===== config.mk =====
export PLATFORM = sky130hd
export DESIGN_NAME = dmem_bus_bridge
export DESIGN_NICKNAME = d
export VERILOG_FILES = /design/src/rtl/dmem_bus_bridge.sv
export SDC_FILE = /design/constraint.sdc
export NUM_CORES = 1
export LEC_CHECK = 0
export ABC_AREA = 0
export CORE_UTILIZATION = 33
export DETAILED_ROUTE_END_ITERATION = 7
export GPL_TIMING_DRIVEN = 1
export SLEW_MARGIN = 20
export SYNTH_ARGS = -nofsm -noshare
export SYNTH_HDL_FRONTEND = slang
export SYNTH_SLANG_ARGS = --single-unit

===== constraint.sdc =====
create_clock -name clk -period 2.34 [get_ports clk]
set_input_delay 0.351 -clock clk [delete_from_list [all_inputs] [get_ports clk]]
set_output_delay 0.351 -clock clk [all_outputs]
set_load 0.03 [all_outputs]

===== src/rtl/dmem_bus_bridge.sv =====
// dmem_bus_bridge
//   Load/store bridge between the core execute stage and a valid/ready data bus.
//   Legal accesses are issued as one bus transaction while the core is stalled.
//   Illegal accesses are flagged and dropped in a single cycle. A wait counter
//   gives up on a slave that never answers.
//
// Ports
//   clk, reset        : clock, synchronous active-low reset
//   req, we, func3    : memory access request, store select, size/extension
//   addr, wdata       : byte address and store data from the core
//   rdata             : registered, aligned and extended load result
//   stall             : hold PC / block regfile write (combinational)
//   misalign          : current request is illegal (combinational)
//   bus_err           : one-cycle timeout pulse, visible in DONE
//   bus_valid/we/addr/wdata/strb : registered bus request
//   bus_ready, bus_rdata         : slave response
module dmem_bus_bridge #(
    parameter int TIMEOUT = 15
) (
    input  logic        clk,
    input  logic        reset,
    input  logic        req,
    input  logic        we,
    input  logic [2:0]  func3,
    input  logic [31:0] addr,
    input  logic [31:0] wdata,
    output logic [31:0] rdata,
    output logic        stall,
    output logic        misalign,
    output logic        bus_err,
    output logic        bus_valid,
    output logic        bus_we,
    output logic [31:0] bus_addr,
    output logic [31:0] bus_wdata,
    output logic [3:0]  bus_strb,
    input  logic        bus_ready,
    input  logic [31:0] bus_rdata
);

    localparam int CW = $clog2(TIMEOUT + 1);

    typedef enum logic [1:0] {S_IDLE, S_BUS, S_DONE} state_t;

    state_t      state_q, state_d;
    logic [CW-1:0] cnt_q, cnt_d;
    logic [2:0]  f3_q, f3_d;
    logic [1:0]  off_q, off_d;
    logic [31:0] rdata_q, rdata_d;
    logic        err_q, err_d;
    logic        valid_q, valid_d;
    logic        we_q, we_d;
    logic [31:0] baddr_q, baddr_d;
    logic [31:0] bwdata_q, bwdata_d;
    logic [3:0]  strb_q, strb_d;

    logic        illegal;
    logic        req_idle;
    logic [3:0]  strb_new;
    logic [31:0] wdata_new;
    logic [7:0]  lane_b;
    logic [15:0] lane_h;
    logic [31:0] load_val;

    always_comb begin
        case (func3)
            3'b000:  illegal = 1'b0;
            3'b001:  illegal = addr[0];
            3'b010:  illegal = (addr[1:0] != 2'b00);
            3'b100:  illegal = we;
            3'b101:  illegal = we | addr[0];
            default: illegal = 1'b1;
        endcase
    end

    assign req_idle = (state_q == S_IDLE) && req;
    assign misalign = reset && req_idle && illegal;
    assign stall    = reset && ((state_q == S_BUS) || (req_idle && !illegal));

    // Size is func3[1:0]; the extension bit does not affect strobes or lanes.
    always_comb begin
        case (func3[1:0])
            2'b00: begin
                strb_new  = 4'b0001 << addr[1:0];
                wdata_new = {4{wdata[7:0]}};
            end
            2'b01: begin
                strb_new  = addr[1] ? 4'b1100 : 4'b0011;
                wdata_new = {2{wdata[15:0]}};
            end
            default: begin
                strb_new  = 4'b1111;
                wdata_new = wdata;
            end
        endcase
    end

    // Extraction uses the offset latched at issue, not the live address.
    assign lane_b = bus_rdata[{off_q, 3'b000} +: 8];
    assign lane_h = off_q[1] ? bus_rdata[31:16] : bus_rdata[15:0];

    always_comb begin
        case (f3_q)
            3'b000:  load_val = {{24{lane_b[7]}}, lane_b};
            3'b001:  load_val = {{16{lane_h[15]}}, lane_h};
            3'b100:  load_val = {24'h0, lane_b};
            3'b101:  load_val = {16'h0, lane_h};
            default: load_val = bus_rdata;
        endcase
    end

    always_comb begin
        state_d  = state_q;
        cnt_d    = cnt_q;
        f3_d     = f3_q;
        off_d    = off_q;
        rdata_d  = rdata_q;
        err_d    = 1'b0;
        valid_d  = valid_q;
        we_d     = we_q;
        baddr_d  = baddr_q;
        bwdata_d = bwdata_q;
        strb_d   = strb_q;
        case (state_q)
            S_IDLE: begin
                valid_d = 1'b0;
                if (req) begin
                    if (illegal) begin
                        rdata_d = 32'h0;
                    end else begin
                        f3_d     = func3;
                        off_d    = addr[1:0];
                        we_d     = we;
                        baddr_d  = {addr[31:2], 2'b00};
                        bwdata_d = wdata_new;
                        strb_d   = strb_new;
                        valid_d  = 1'b1;
                        cnt_d    = '0;
                        state_d  = S_BUS;
                    end
                end
            end
            S_BUS: begin
                if (bus_ready) begin
                    valid_d = 1'b0;
                    if (!we_q) rdata_d = load_val;
                    state_d = S_DONE;
                end else if (cnt_q == CW'(TIMEOUT - 1)) begin
                    valid_d = 1'b0;
                    rdata_d = 32'h0;
                    err_d   = 1'b1;
                    state_d = S_DONE;
                end else begin
                    cnt_d = cnt_q + CW'(1);
                end
            end
            default: state_d = S_IDLE;
        endcase
    end

    always_ff @(posedge clk) begin
        if (!reset) begin
            state_q  <= S_IDLE;
            cnt_q    <= '0;
            f3_q     <= 3'b000;
            off_q    <= 2'b00;
            rdata_q  <= 32'h0;
            err_q    <= 1'b0;
            valid_q  <= 1'b0;
            we_q     <= 1'b0;
            baddr_q  <= 32'h0;
            bwdata_q <= 32'h0;
            strb_q   <= 4'b0000;
        end else begin
            state_q  <= state_d;
            cnt_q    <= cnt_d;
            f3_q     <= f3_d;
            off_q    <= off_d;
            rdata_q  <= rdata_d;
            err_q    <= err_d;
            valid_q  <= valid_d;
            we_q     <= we_d;
            baddr_q  <= baddr_d;
            bwdata_q <= bwdata_d;
            strb_q   <= strb_d;
        end
    end

    assign rdata     = rdata_q;
    assign bus_err   = err_q;
    assign bus_valid = valid_q;
    assign bus_we    = we_q;
    assign bus_addr  = baddr_q;
    assign bus_wdata = bwdata_q;
    assign bus_strb  = strb_q;

endmodule


==> metrics.md, run 1 <==
| Metric | Value |
|---|---|
| Status | `finished clean` |
| TritonCTS clock tree | `yes` |
| Wire per inst | `17.2 um` |
| Max Clock Freq | `0.468 GHz` |
| CP max FO | `5` |
| CTS Buffer Depth | `2` |
| Worst-Skew Late Latency | `0.36 ns` |
| Total congestion overflow | `0` |
| Crit path launch type | `input port` |
| IO Pins | `209` |
| Yosys top cell area share | `42.7%` |
| CP Capture Type | `output pin` |
| Clock-pin slew on the worst setup and hold paths | `0.07 ns` |
| Finished Cell Area | `7850 um^2` |
| Max Slew Vio Count | `0` |
| Port Buffer Count | `206` |
| Final Hold Viols | `0` |
| Core area | `15400 um^2` |
| Slew HR | `49.7%` |
| DR DRC count | `0` |
| Worst-Margin Slew | `0.753 ns` |
| P per Cell Area | `570 nW/um^2` |
| Area Growth Syn to Fin | `49.5%` |
| Sink Count | `112` |
| Most common cell in the synthesized netlist | `nand3_1` |
| ANT nets after route | `0` |
| Routed vias | `5273` |
| Initial Utilization | `34.2%` |
| Post-route clock skew | `0.00662 ns` |
| Die Y | `128 um` |
| Post-CTS setup buffer count | `0` |
| Netlist cell types | `48` |
| Crit path time final | `2.14 ns` |
| Placer congestion estimate | `0.864` |
| Static leakage | `3.26 nW` |
| Critical Path RT | `1.99 ns` |
| Cell Rows | `45` |
| RSZ-0062 raised after global routing | `no` |
| WL final | `17600 um` |
| H-tree depth | `3` |
| Syn Area/Cell | `8.43 um^2` |
| Commonest cells in the netlist | `nand3_1 (119), dfxtp_1 (112), nand2_1 (105)` |
| Synthesized instance count | `623` |
| Avg Vias per Cell | `5.14` |
| # fillers | `1453` |
| Final setup fails | `0` |
| Synth area leader | `dfxtp_1` |
| Most used DFF post-synth | `dfxtp_1` |
| 1st-iter DRT viols | `287` |
| Synth area leaders | `dfxtp_1 (43%), nand3_1 (11%), nand2_1 (7.5%)` |
| CTS buffer count | `9` |
| Final Total Pwr | `4.47 mW` |
| Ys async rst share | `0%` |
| FF+latch count, synth | `112` |
| Setup CP Type | `in2out` |
| Post-detail-place hpwl | `12700 um` |
| CP arrival | `1.79 ns` |
| Root Driver | `clkbuf_16` |
| Crit share post-route | `91.4%` |
| Sequential area share after synthesis | `42.7%` |
| Max VDD drop | `347 uV` |
| Largest net degree at the start of global routing | `121` |
| Die W | `128 um` |
| Number of flops mapped to enable cells by yosys | `0` |
| Initial antenna violation count | `1` |
| Die ar. | `16400 um^2` |
| Hold Path Class | `in2reg` |
| Placed Instance Area | `7560 um^2` |
| Synth warn | `0` |
| Final nets | `914` |
| Global-route wire length before repair | `27100 um` |
| All-Layer GR Usage | `21.5%` |
| DR pass1 iterations | `4` |
| Number of global-route vias before repair | `5021` |
| Post-Syn Area | `5250 um^2` |
| Post-CTS Hold Fix Bufs | `0` |
| Max Cap Viol | `0` |
| Share of cells above drive strength 1 | `7.87%` |
[final timing paths]
check | start | endpoint | slack [ns] | depth (start not counted)
hold / removal | func3[0] | f3_q[0] | 0.39 | 3
setup / recovery | func3[2] | stall | 0.20 | 7
hold reg to reg | bus_addr[10] | bus_addr[10] | 0.45 | 2
setup reg to reg | cnt_q[0] | rdata[30] | 0.42 | 6
[area by class of cell]
| cell class | count | area [um^2] | area share (%) |
|---|---|---|---|
| tap | 211 | 264 | 3.36 |
| antenna | 1 | 2.50 | 0.0319 |
| inverter | 13 | 48.8 | 0.622 |
| clock inverter | 5 | 37.5 | 0.478 |
| sequential | 112 | 2240 | 28.6 |
| clock buffer | 11 | 243 | 3.09 |
| multi-input combinational | 441 | 2700 | 34.4 |
| timing repair buffer | 231 | 2310 | 29.4 |
[cells by family after synthesis]
group,count (synthesis),share of synthesized area (%)
and+or+nand+nor,272,24.9
AOI/OAI and AO/OA,129,18.8
DFF,112,42.7
buffers and inverters,71,6.10
muxes,36,7.03
adders and majority gates,2,0.477
other,1,0.0714
[power by group]
group	leakage, nW	total (mW)	internal [mW]	switching (mW)
sequential	0.910	2.03	1.98	0.0505
clock	0.133	1.51	0.760	0.751
combinational	2.22	0.933	0.429	0.504
[through the flow]
step                      utilization, %  setup TNS (ns)  hold WS [ns]  cells  worst slack (ns)
after floorplan                        -               0         0.465    624            0.0176
after global placement              49.2               0         0.436   1008            0.0274
final                               51.1               0         0.389   1025             0.202
after CTS                           51.0               0         0.409   1024            0.0676
after global routing                51.1               0         0.401   1025            0.0471
after detailed placement            49.2           -1.02         0.443   1008           -0.0562
[per-layer routing]
layer	share of wire, %	vias up	track usage, %
met4	1.4	0	6.92
met2	47	194	35.7
li1	-	2596	-
met1	45	2466	26.9
met5	0	-	0
met3	7.1	17	5.80
[critical path, cell delays in order]
cell,delay (ns)
clkdlybuf4s50_1,0.49
a221oi_2,0.27
buf_4,0.19
o21ai_4,0.08
a21boi_0,0.15
buf_4,0.14
buf_12,0.11
[registers in the layout, summed over array words and instances (netlist names)]
register	cells
state_q	2
f3_q	3
bus_addr	30
off_q	2
bus_valid	1
rdata	32
bus_wdata	32
cnt_q	4
bus_we	1
bus_strb	4
bus_err	1
[timing repair]
item	4_1_cts	5_1_grt
gates resized for setup	0	2
setup endpoints to repair	0	1
hold endpoints to repair	0	0
[cells in the final DEF (no fill, tap or decap), types with 7 or more instances in the layout]
cell               n
a2bb2oi_1          7
o211a_1           18
clkdlybuf4s50_1  201
o2111ai_1          7
o22ai_1            7
a21oi_1           16
a32o_1            16
clkbuf_16          9
mux2i_1           32
o21ai_0           30
buf_4             23
nor2_1             9
nand2_1          105
o21a_1             9
inv_1             13
dfxtp_1          112
a31o_2             7
nor3_1            12
nand3_1          119
nand2b_1           7
Note: power is estimated with default switching activity, not from simulation.
==> inputs of run 2 (changes only) <==
CTS_BUF_LIST = sky130_fd_sc_hd__clkbuf_4 sky130_fd_sc_hd__clkbuf_8   (was unset)
==> run 2 against run 1 <==
Worst setup slack worse by 0.0024 ns. Largest power group unchanged. Critical path depth unchanged. Count of clock-buffer cells in the layout unchanged. First-iteration DRC count up 3.1%.
==> metrics.md, run 2 (same netlist as run 1, synthesis figures left out) <==
| Metric | Value |
|---|---|
| RSZ-0062 raised after global routing | `no (unchanged)` |
| Status | `finished clean (unchanged)` |
| Core area | `15400 um^2 (unchanged)` |
| Clock-pin slew on the worst setup and hold paths | `0.11 ns (was 0.07 ns)` |
| Initial Utilization | `34.2% (unchanged)` |
| Most common cell on crit path | `buf_4 (unchanged)` |
| Port Buffer Count | `206 (unchanged)` |
| Sequential standard cell area | `2240 um^2 (unchanged)` |
| Area of the multi-input gates | `2700 um^2 (unchanged)` |
| Die ar. | `16400 um^2 (unchanged)` |
| CTS Buffer Depth | `2 (unchanged)` |
| H-tree depth | `3 (unchanged)` |
| CP Capture Type | `output pin (unchanged)` |
| Most frequent cells in the layout | `clkdlybuf4s50_1 (201), nand3_1 (119), dfxtp_1 (112) (unchanged)` |
| Crit share post-route | `91.5% (was 91.4%)` |
| P_sw | `1.26 mW (was 1.31 mW)` |
| # fillers | `1472 (was 1453)` |
| Post-detail-place hpwl | `12700 um (unchanged)` |
| Slowest Stage Delay on Critical Path | `0.49 ns (about the same)` |
| All-Layer GR Usage | `21.4% (was 21.5%)` |
| ANT nets after route | `0 (unchanged)` |
| Sink Count | `112 (unchanged)` |
| Wire per inst | `17.2 um (about the same)` |
| Final Hold Viols | `0 (unchanged)` |
| CTS buffer count | `9 (unchanged)` |
| Static leakage | `3.22 nW (was 3.26 nW)` |
| Setup CP Type | `in2out (unchanged)` |
| CP arrival | `1.79 ns (about the same)` |
| Final nets | `914 (unchanged)` |
| Min Hold Slack | `0.351 ns (was 0.389 ns)` |
| Crit path time final | `2.14 ns (about the same)` |
| Worst-Skew Late Latency | `0.39 ns (was 0.36 ns)` |
| Post-route clock skew | `0.00947 ns (was 0.00662 ns)` |
| Initial antenna violation count | `1 (unchanged)` |
| Die Y | `128 um (unchanged)` |
| Critical Path RT | `1.99 ns (about the same)` |
| DR DRC count | `0 (unchanged)` |
| Avg Vias per Cell | `5.16 (was 5.14)` |
| Max Clock Freq | `0.467 GHz (was 0.468 GHz)` |
| Hold Path Class | `in2reg (unchanged)` |
| Max Slew Vio Count | `0 (unchanged)` |
| Switch share | `30.7% (was 29.2%)` |
| Routed vias | `5287 (was 5273)` |
| Max VDD drop | `222 uV (was 347 uV)` |
| Worst-Margin Slew | `0.746 ns (was 0.753 ns)` |
| 1st-iter DRT viols | `296 (was 287)` |
| Internal power | `2.84 mW (was 3.17 mW)` |
| Worst-path cell chain | `clkdlybuf4s50_1, a221oi_2, buf_4, o21ai_4, a21boi_0, buf_4, buf_12 (unchanged)` |
| IO Pins | `209 (unchanged)` |
| Largest net degree at the start of global routing | `121 (unchanged)` |
| Global-route wire length before repair | `27000 um (was 27100 um)` |
| Worst R2R Path Depth | `6 (unchanged)` |
| Area Growth Syn to Fin | `47.7% (was 49.5%)` |
| Cell Rows | `45 (unchanged)` |
| Combinational power share | `22.7% (was 20.9%)` |
| Share of cells above drive strength 1 | `8.00% (was 7.87%)` |
| Finished Cell Area | `7750 um^2 (was 7850 um^2)` |
| Root Driver | `clkbuf_8 (was clkbuf_16)` |
| Slowest CP cell | `clkdlybuf4s50_1 (unchanged)` |
| Number of global-route vias before repair | `5013 (was 5021)` |
| Proportion of power drawn by the clock network | `27.8% (was 33.8%)` |
| P per Cell Area | `530 nW/um^2 (was 570 nW/um^2)` |
| Die W | `128 um (unchanged)` |
| WL final | `17600 um (about the same)` |
| Slew HR | `50.1% (was 49.7%)` |
| DR pass1 iterations | `5 (was 4)` |
| Flop pwr share | `49.4% (was 45.3%)` |
| CP max FO | `5 (unchanged)` |
| Max Cap Viol | `0 (unchanged)` |
| Placer congestion estimate | `0.864 (unchanged)` |
| TritonCTS clock tree | `yes (unchanged)` |
| Post-CTS setup buffer count | `0 (unchanged)` |
| Placed Instance Area | `7560 um^2 (unchanged)` |
| Most common cell after layout, fill and taps aside | `clkdlybuf4s50_1 (unchanged)` |
| Worst Hold Depth | `3 (unchanged)` |
| Total congestion overflow | `0 (unchanged)` |
| Final setup fails | `0 (unchanged)` |
| Crit path launch type | `input port (unchanged)` |
[run 2: layout make-up]
| class | count | area share (%) |
|---|---|---|
| diodes | 1 | 0.0323 |
| repair buffers | 231 | 29.8 |
| well taps | 211 | 3.40 |
| flip-flops and latches | 112 | 28.9 |
| inverters | 13 | 0.629 |
| clock inverters | 5 | 0.484 |
| clock buffers | 11 | 1.87 |
| multi-input cells | 441 | 34.9 |
[run 2: metal layers]
metal  GRT usage (%)  routed length [um]  share of wire [%]
met5               0                   0                  0
met4            7.13                 241                1.4
met3            5.72                1320                7.5
met2            35.7                8250                 47
met1            26.7                7770                 44
[run 2: metrics by stage]
step | setup slack, ns | cells | utilization, % | power (mW) | setup TNS [ns]
after global placement | 0.0274 | 1008 | 49.2 | 3.00 | 0
final | 0.200 | 1025 | 50.4 | 4.11 | 0
after floorplan | 0.0176 | 624 | - | 2.55 | 0
after CTS | 0.0564 | 1024 | 50.4 | 4.14 | 0
after detailed placement | -0.0562 | 1008 | 49.2 | 3.00 | -1.02
after global routing | 0.0471 | 1025 | 50.4 | 4.28 | 0
[run 2: repair_timing]
item                                    CTS  global route
hold buffers                              0             0
hold endpoints to repair                  0             0
endpoints found under the setup margin    0             1
gates resized for setup                   0             2
[run 2: path summary, 6_finish.rpt]
path | from | end | slack [ns]
setup / recovery | func3[2] | stall | 0.20
hold / removal | func3[0] | f3_q[0] | 0.35
hold reg to reg | bus_addr[10] | bus_addr[10] | 0.46
setup reg to reg | cnt_q[0] | rdata[30] | 0.41
[run 2: power groups by stage]
stage	Clock, mW	Sequential, mW	Combinational, mW
final	1.14	2.03	0.934
after global routing	1.25	2.04	0.996
after CTS	1.18	2.03	0.935
after detailed placement	0	2.07	0.931
after global placement	0	2.07	0.928
after floorplan	0	2.19	0.354
[run 2: worst max-delay path, delay by kind of cell]
| family | cells | cell delay (ns) |
|---|---|---|
| AOI/OAI and AO/OA | 3 | 0.50 |
| buffers and inverters | 4 | 0.94 |
